File: src/rtl/alu_exec_stage.sv
// alu_exec_stage: single-issue execute/write-back stage feeding a 16x8 register file.
// Optional macro ALU_FORWARD_EN: bypass wb_data into hazarding operands instead of stalling.
module alu_exec_stage (
  input  logic       clk,
  input  logic       rst,
  input  logic       in_valid,
  output logic       in_ready,
  input  logic [3:0] in_op,
  input  logic [3:0] in_dst,
  input  logic [3:0] in_src0,
  input  logic [3:0] in_src1,
  input  logic [7:0] in_imm,
  output logic [3:0] rf_src0,
  output logic [3:0] rf_src1,
  input  logic [7:0] rf_data0,
  input  logic [7:0] rf_data1,
  output logic       rf_we,
  output logic [3:0] rf_dst,
  output logic [7:0] rf_data,
  output logic       flag_z,
  output logic       flag_c,
  output logic       busy
);

  localparam int DATA_W = 8;
  localparam int ADDR_W = 4;

  localparam logic [3:0] OP_NOP  = 4'h0;
  localparam logic [3:0] OP_ADD  = 4'h1;
  localparam logic [3:0] OP_SUB  = 4'h2;
  localparam logic [3:0] OP_AND  = 4'h3;
  localparam logic [3:0] OP_OR   = 4'h4;
  localparam logic [3:0] OP_XOR  = 4'h5;
  localparam logic [3:0] OP_LDI  = 4'h6;
  localparam logic [3:0] OP_MOV  = 4'h7;
  localparam logic [3:0] OP_ADDI = 4'h8;
  localparam logic [3:0] OP_CMP  = 4'h9;
  localparam logic [3:0] OP_SHL  = 4'hA;
  localparam logic [3:0] OP_SHR  = 4'hB;

  typedef struct packed {
    logic              wr;
    logic              upd;
    logic              c;
    logic [DATA_W-1:0] res;
  } alu_res_t;

  function automatic alu_res_t alu_eval(input logic [3:0]        op,
                                        input logic [DATA_W-1:0] a,
                                        input logic [DATA_W-1:0] b,
                                        input logic [DATA_W-1:0] imm);
    alu_res_t          r;
    logic [DATA_W:0]   wide;
    r    = '0;
    wide = '0;
    case (op)
      OP_ADD: begin
        wide  = {1'b0, a} + {1'b0, b};
        r.wr  = 1'b1;
        r.upd = 1'b1;
        r.c   = wide[DATA_W];
        r.res = wide[DATA_W-1:0];
      end
      OP_SUB, OP_CMP: begin
        // Bit 8 of the 9-bit difference is the borrow (A < B).
        wide  = {1'b0, a} - {1'b0, b};
        r.wr  = (op == OP_SUB);
        r.upd = 1'b1;
        r.c   = wide[DATA_W];
        r.res = wide[DATA_W-1:0];
      end
      OP_AND: begin
        r.wr  = 1'b1;
        r.upd = 1'b1;
        r.res = a & b;
      end
      OP_OR: begin
        r.wr  = 1'b1;
        r.upd = 1'b1;
        r.res = a | b;
      end
      OP_XOR: begin
        r.wr  = 1'b1;
        r.upd = 1'b1;
        r.res = a ^ b;
      end
      OP_LDI: begin
        r.wr  = 1'b1;
        r.res = imm;
      end
      OP_MOV: begin
        r.wr  = 1'b1;
        r.res = a;
      end
      OP_ADDI: begin
        wide  = {1'b0, a} + {1'b0, imm};
        r.wr  = 1'b1;
        r.upd = 1'b1;
        r.c   = wide[DATA_W];
        r.res = wide[DATA_W-1:0];
      end
      OP_SHL: begin
        r.wr  = 1'b1;
        r.upd = 1'b1;
        r.c   = a[DATA_W-1];
        r.res = {a[DATA_W-2:0], 1'b0};
      end
      OP_SHR: begin
        r.wr  = 1'b1;
        r.upd = 1'b1;
        r.c   = a[0];
        r.res = {1'b0, a[DATA_W-1:1]};
      end
      default: r = '0;
    endcase
    return r;
  endfunction

  function automatic logic reads_a(input logic [3:0] op);
    return (op inside {[OP_ADD:OP_XOR], [OP_MOV:OP_SHR]});
  endfunction

  function automatic logic reads_b(input logic [3:0] op);
    return (op inside {[OP_ADD:OP_XOR], OP_CMP});
  endfunction

  logic              vld_p1;
  logic [ADDR_W-1:0] dst_p1;
  logic [DATA_W-1:0] data_p1;
  logic              z_p1;
  logic              c_p1;

  logic              haz_a_p0;
  logic              haz_b_p0;
  logic              stall_p0;
  logic              accept_p0;
  logic [DATA_W-1:0] opa_p0;
  logic [DATA_W-1:0] opb_p0;
  alu_res_t          ev_p0;

  // Stage 0: operand fetch, hazard detection, ALU evaluation
  assign rf_src0  = in_src0;
  assign rf_src1  = in_src1;
  assign haz_a_p0 = vld_p1 & reads_a(in_op) & (dst_p1 == in_src0);
  assign haz_b_p0 = vld_p1 & reads_b(in_op) & (dst_p1 == in_src1);

`ifdef ALU_FORWARD_EN
  assign opa_p0   = haz_a_p0 ? data_p1 : rf_data0;
  assign opb_p0   = haz_b_p0 ? data_p1 : rf_data1;
  assign stall_p0 = 1'b0;
`else
  assign opa_p0   = rf_data0;
  assign opb_p0   = rf_data1;
  assign stall_p0 = haz_a_p0 | haz_b_p0;
`endif

  assign in_ready  = ~rst & ~stall_p0;
  assign accept_p0 = in_valid & in_ready;
  assign ev_p0     = alu_eval(in_op, opa_p0, opb_p0, in_imm);

  // Stage 1: write-back register and flags
  always_ff @(posedge clk) begin
    if (rst) begin
      vld_p1 <= 1'b0;
      z_p1   <= 1'b0;
      c_p1   <= 1'b0;
    end else begin
      vld_p1 <= accept_p0 & ev_p0.wr;
      if (accept_p0 && ev_p0.upd) begin
        z_p1 <= (ev_p0.res == '0);
        c_p1 <= ev_p0.c;
      end
    end
  end

  always_ff @(posedge clk) begin
    if (accept_p0) begin
      dst_p1  <= in_dst;
      data_p1 <= ev_p0.res;
    end
  end

  // Outputs are forced low during reset so an in-flight write is dropped at once.
  assign rf_we   = vld_p1 & ~rst;
  assign busy    = vld_p1 & ~rst;
  assign rf_dst  = rst ? '0 : dst_p1;
  assign rf_data = rst ? '0 : data_p1;
  assign flag_z  = z_p1 & ~rst;
  assign flag_c  = c_p1 & ~rst;

endmodule
File: config.mk
export PLATFORM = sky130hd
export DESIGN_NAME = alu_exec_stage
export DESIGN_NICKNAME = d
export VERILOG_FILES = /design/src/rtl/alu_exec_stage.sv
export SDC_FILE = /design/constraint.sdc
export NUM_CORES = 1
export LEC_CHECK = 0
export CORE_MARGIN = 2
export CORE_UTILIZATION = 51
export DETAILED_ROUTE_END_ITERATION = 7
export PLACE_DENSITY_LB_ADDON = 0.12
export SYNTH_ARGS = -nofsm -noshare
export SYNTH_HDL_FRONTEND = slang
export SYNTH_SLANG_ARGS = --single-unit
export TNS_END_PERCENT = 20
File: constraint.sdc
create_clock -name clk -period 3.65 [get_ports clk]
set_input_delay 0.9125 -clock clk [delete_from_list [all_inputs] [get_ports clk]]
set_output_delay 0.9125 -clock clk [all_outputs]
set_load 0.01 [all_outputs]
==> impl_metrics.py <==
metrics = {
    "grt": {
        "grt-ovfl-total": 0,
        "first_global_vias": 2853,
        "use_met2_pct": 49.6,
        "track_usage_pct": 30.0,
        "top_usage_layer": "met2",
        "grt_max_degree": 29,
        "grt_pass1_wl_um": 14200,
        "antenna_found_initial": 0,
        "met1_usage_pct": 40.0,
        "grt_use_met3_pct": 6.28,
    },
    "synth": {
        "yosysTopAreaCell": "ha_1",
        "synth_mux_area_share_pct": 3.48,
        "ys_seq_elements": 15,
        "synth_compound_gate_area_share_pct": 25.6,
        "avgSynthCellArea_um2": 8.05,
        "yosys_warnings": 0,
        "netlist_area_mm2": 0.00266,
        "yosysTopAreaCellShare_pct": 15.0,
        "ys_types": 65,
        "async_flop_share_pct": 0,
        "synth_xor_area_share_pct": 4.27,
        "synth.area.top_cells": "ha_1 (15%), edfxtp_1 (14%), nor2b_1 (4.9%)",
        "synth_edf_count": 12,
        "synth_simple_gate_area_share_pct": 22.8,
        "synth-main-ff-cell": "edfxtp_1",
        "synth_nets": 409,
        "synth.yosys.seq_area_share_pct": 15.8,
        "synthAdderAreaFrac_pct": 17.3,
        "syn_inst": 331,
        "synth_top_family_by_area": "compound AO/OA/AOI/OAI gates",
    },
    "place": {
        "portBuffers": 67,
        "dp_slack_ns": -0.0678,
        "gp_congestion": 0.961,
        "place_inst": 495,
        "dp_hpwl_um": 6930,
    },
    "job": {
        "maxCapViolations": 0,
    },
    "pwr": {
        "p_per_area_mw_per_mm2": 207,
        "ir_drop_mv": 0.194,
        "p_leak_nw": 1.63,
    },
    "setup_path": {
        "crit_type": "in -> reg",
        "end_kind": "register",
        "crit_path_cell_trace": "clkdlybuf4s50_1, inv_1, ha_1, a21o_1, a22o_1, o41a_1, a221oi_1, o21bai_1, and3_1, inv_1",
        "slowest_stage": "clkdlybuf4s50_1",
        "max_stage_delay_ns": 0.51,
        "cp-start-kind": "input port",
        "path_delay_family": "compound AO/OA/AOI/OAI gates",
        "crit_path_max_fanout": 4,
        "cp_num_buf_inv": 3,
        "cpMostUsedCell": "inv_1",
        "cp_data_required_time_ns": 3.65,
        "crit_arrival_ns": 3.46,
    },
    "timing": {
        "maxSlewHeadroom_pct": 59.8,
        "fin_ws_ns": 0.190,
        "slew_violations": 0,
        "tightest_slew_ns": 0.601,
        "rsz0062_at_grt": "false",
        "hold_viol": 0,
        "post-route-period-util_pct": 94.8,
        "skew_ns": 0.00139,
        "clock.fmax_mhz": 289,
        "min_period_ns": 3.46,
        "setup_viol": 0,
    },
    "final_layout": {
        "layout.nets": 508,
        "area_delta_synth_final_pct": 39.8,
        "diodes": 0,
        "layout-drive-gt1-share_pct": 14.9,
        "stdcell_count": 499,
    },
    "clocking": {
        "postCtsSetupBuffers": 0,
        "post_cts_resized": 1,
        "cts.sinks": 15,
        "cts_max_level": 1,
        "clkTransAtPathRegs_ns": 0.06,
        "cts_hold_buf": 0,
        "cts_max_path_buffers": 2,
        "numCtsBuffers": 3,
        "root_buffer": "clkbuf_8",
        "clock_latency_ns": 0.24,
        "cts_tree": "yes",
    },
    "detailed_routing": {
        "dr.pass1.iters": 4,
        "routedWlPerCell_um": 17.0,
        "drtAntennaViolNets": 0,
        "viasPerCell": 5.69,
        "wirelength_um": 8500,
        "dr_total_vias": 2839,
        "drtIter0Drc": 207,
        "drc": 0,
    },
    "floorplan": {
        "ios": 68,
        "core-area_mm2": 0.00507,
        "rows": 26,
        "start_util_pct": 52.5,
        "die_area_mm2": 0.00582,
        "die_y_um": 76.3,
        "dieWidth_um": 76.3,
    },
    "outcome": {
        "outcome": "complete, no violations",
    },
    "hold_path": {
        "hold_class": "reg -> reg",
    },
}
-- cells by family after synthesis --
group | Yosys count
AO/OA/AOI/OAI | 91
XOR/XNOR | 13
adder cells (fa/ha/maj) | 35
buffers and inverters | 60
flip-flops | 15
multiplexers | 9
AND/OR/NAND/NOR | 108
-- metal layers --
metal	wire, um	part of all wire [%]
met2	3910	46
met1	3750	44
met5	0	0
met3	686	8.1
met4	151	1.8
-- final cells by class --
class                           instances  area (um^2)
Multi-Input combinational cell        256         1960
Fill cell                             406         1350
Timing Repair Buffer                  122         1090
Sequential cell                        15          420
Inverter                               32          120
Tap cell                               70         87.6
Clock buffer                            4         45.0
-- cells in the final DEF (no fill, tap or decap), types with 5 or more instances in the layout --
master,count
clkdlybuf4s50_1,66
buf_4,54
inv_1,32
ha_1,32
nor2b_1,21
nor2_1,18
nand2_1,17
a21oi_1,12
xnor2_1,12
edfxtp_1,12
nand3_1,9
o21ai_0,9
nand2b_1,8
mux2i_1,7
o211ai_1,6
a2bb2oi_1,6
o22ai_1,5
o31ai_1,5
o21bai_1,5
-- Yosys cell counts (5+ instances only) --
library cell and n:
mux2i_1 7, nand3_1 9, o21ai_0 9, o22ai_1 5, edfxtp_1 12, ha_1 32
o31ai_1 5, o211ai_1 6, a2bb2oi_1 6, inv_1 32, nand2b_1 8, o21bai_1 5
clkbuf_1 9, xnor2_1 12, buf_2 5, nor2b_1 21, buf_4 9, nor2_1 18
a21oi_1 12, nand2_1 17
-- final timing paths --
check	from	endpoint	slack (ns)	cells past startpoint
setup reg to reg	dst_p1[3]	c_p1	1.71	7
setup / recovery	rf_data0[1]	data_p1[7]	0.19	10
hold reg to reg	c_p1	c_p1	0.64	2
hold / removal	c_p1	c_p1	0.64	2
-- registers in the layout, indices dropped and copies added, names as in the netlist --
name     flops
data_p1      8
dst_p1       4
c_p1         1
vld_p1       1
z_p1         1
-- stage by stage --
stage	utilization (%)	cell area [um^2]	hold slack [ns]	power [mW]	setup TNS, ns
CTS	73.4	3720	0.645	0.770	0
global route	73.4	3720	0.701	0.820	0
global placement	72.5	3680	0.625	0.628	-0.0248
finish	73.4	3720	0.635	0.770	0
detailed placement	72.5	3680	0.622	0.635	-0.132
floorplan	-	2660	0.731	0.439	0
-- worst min-delay path, cell delays in order (launching register included) --
cell and delay [ns]:
dfxtp_1 0.30, nor2b_1 0.15, mux2_2 0.16
-- power breakdown --
group	internal, mW	switching, mW	total (mW)	leakage [nW]
logic	0.224	0.212	0.437	1.47
clock network	0.0772	0.0550	0.132	0.0228
registers	0.198	0.00333	0.202	0.139
total	0.500	0.271	0.770	1.63
Power figures use the tool's default switching activity.
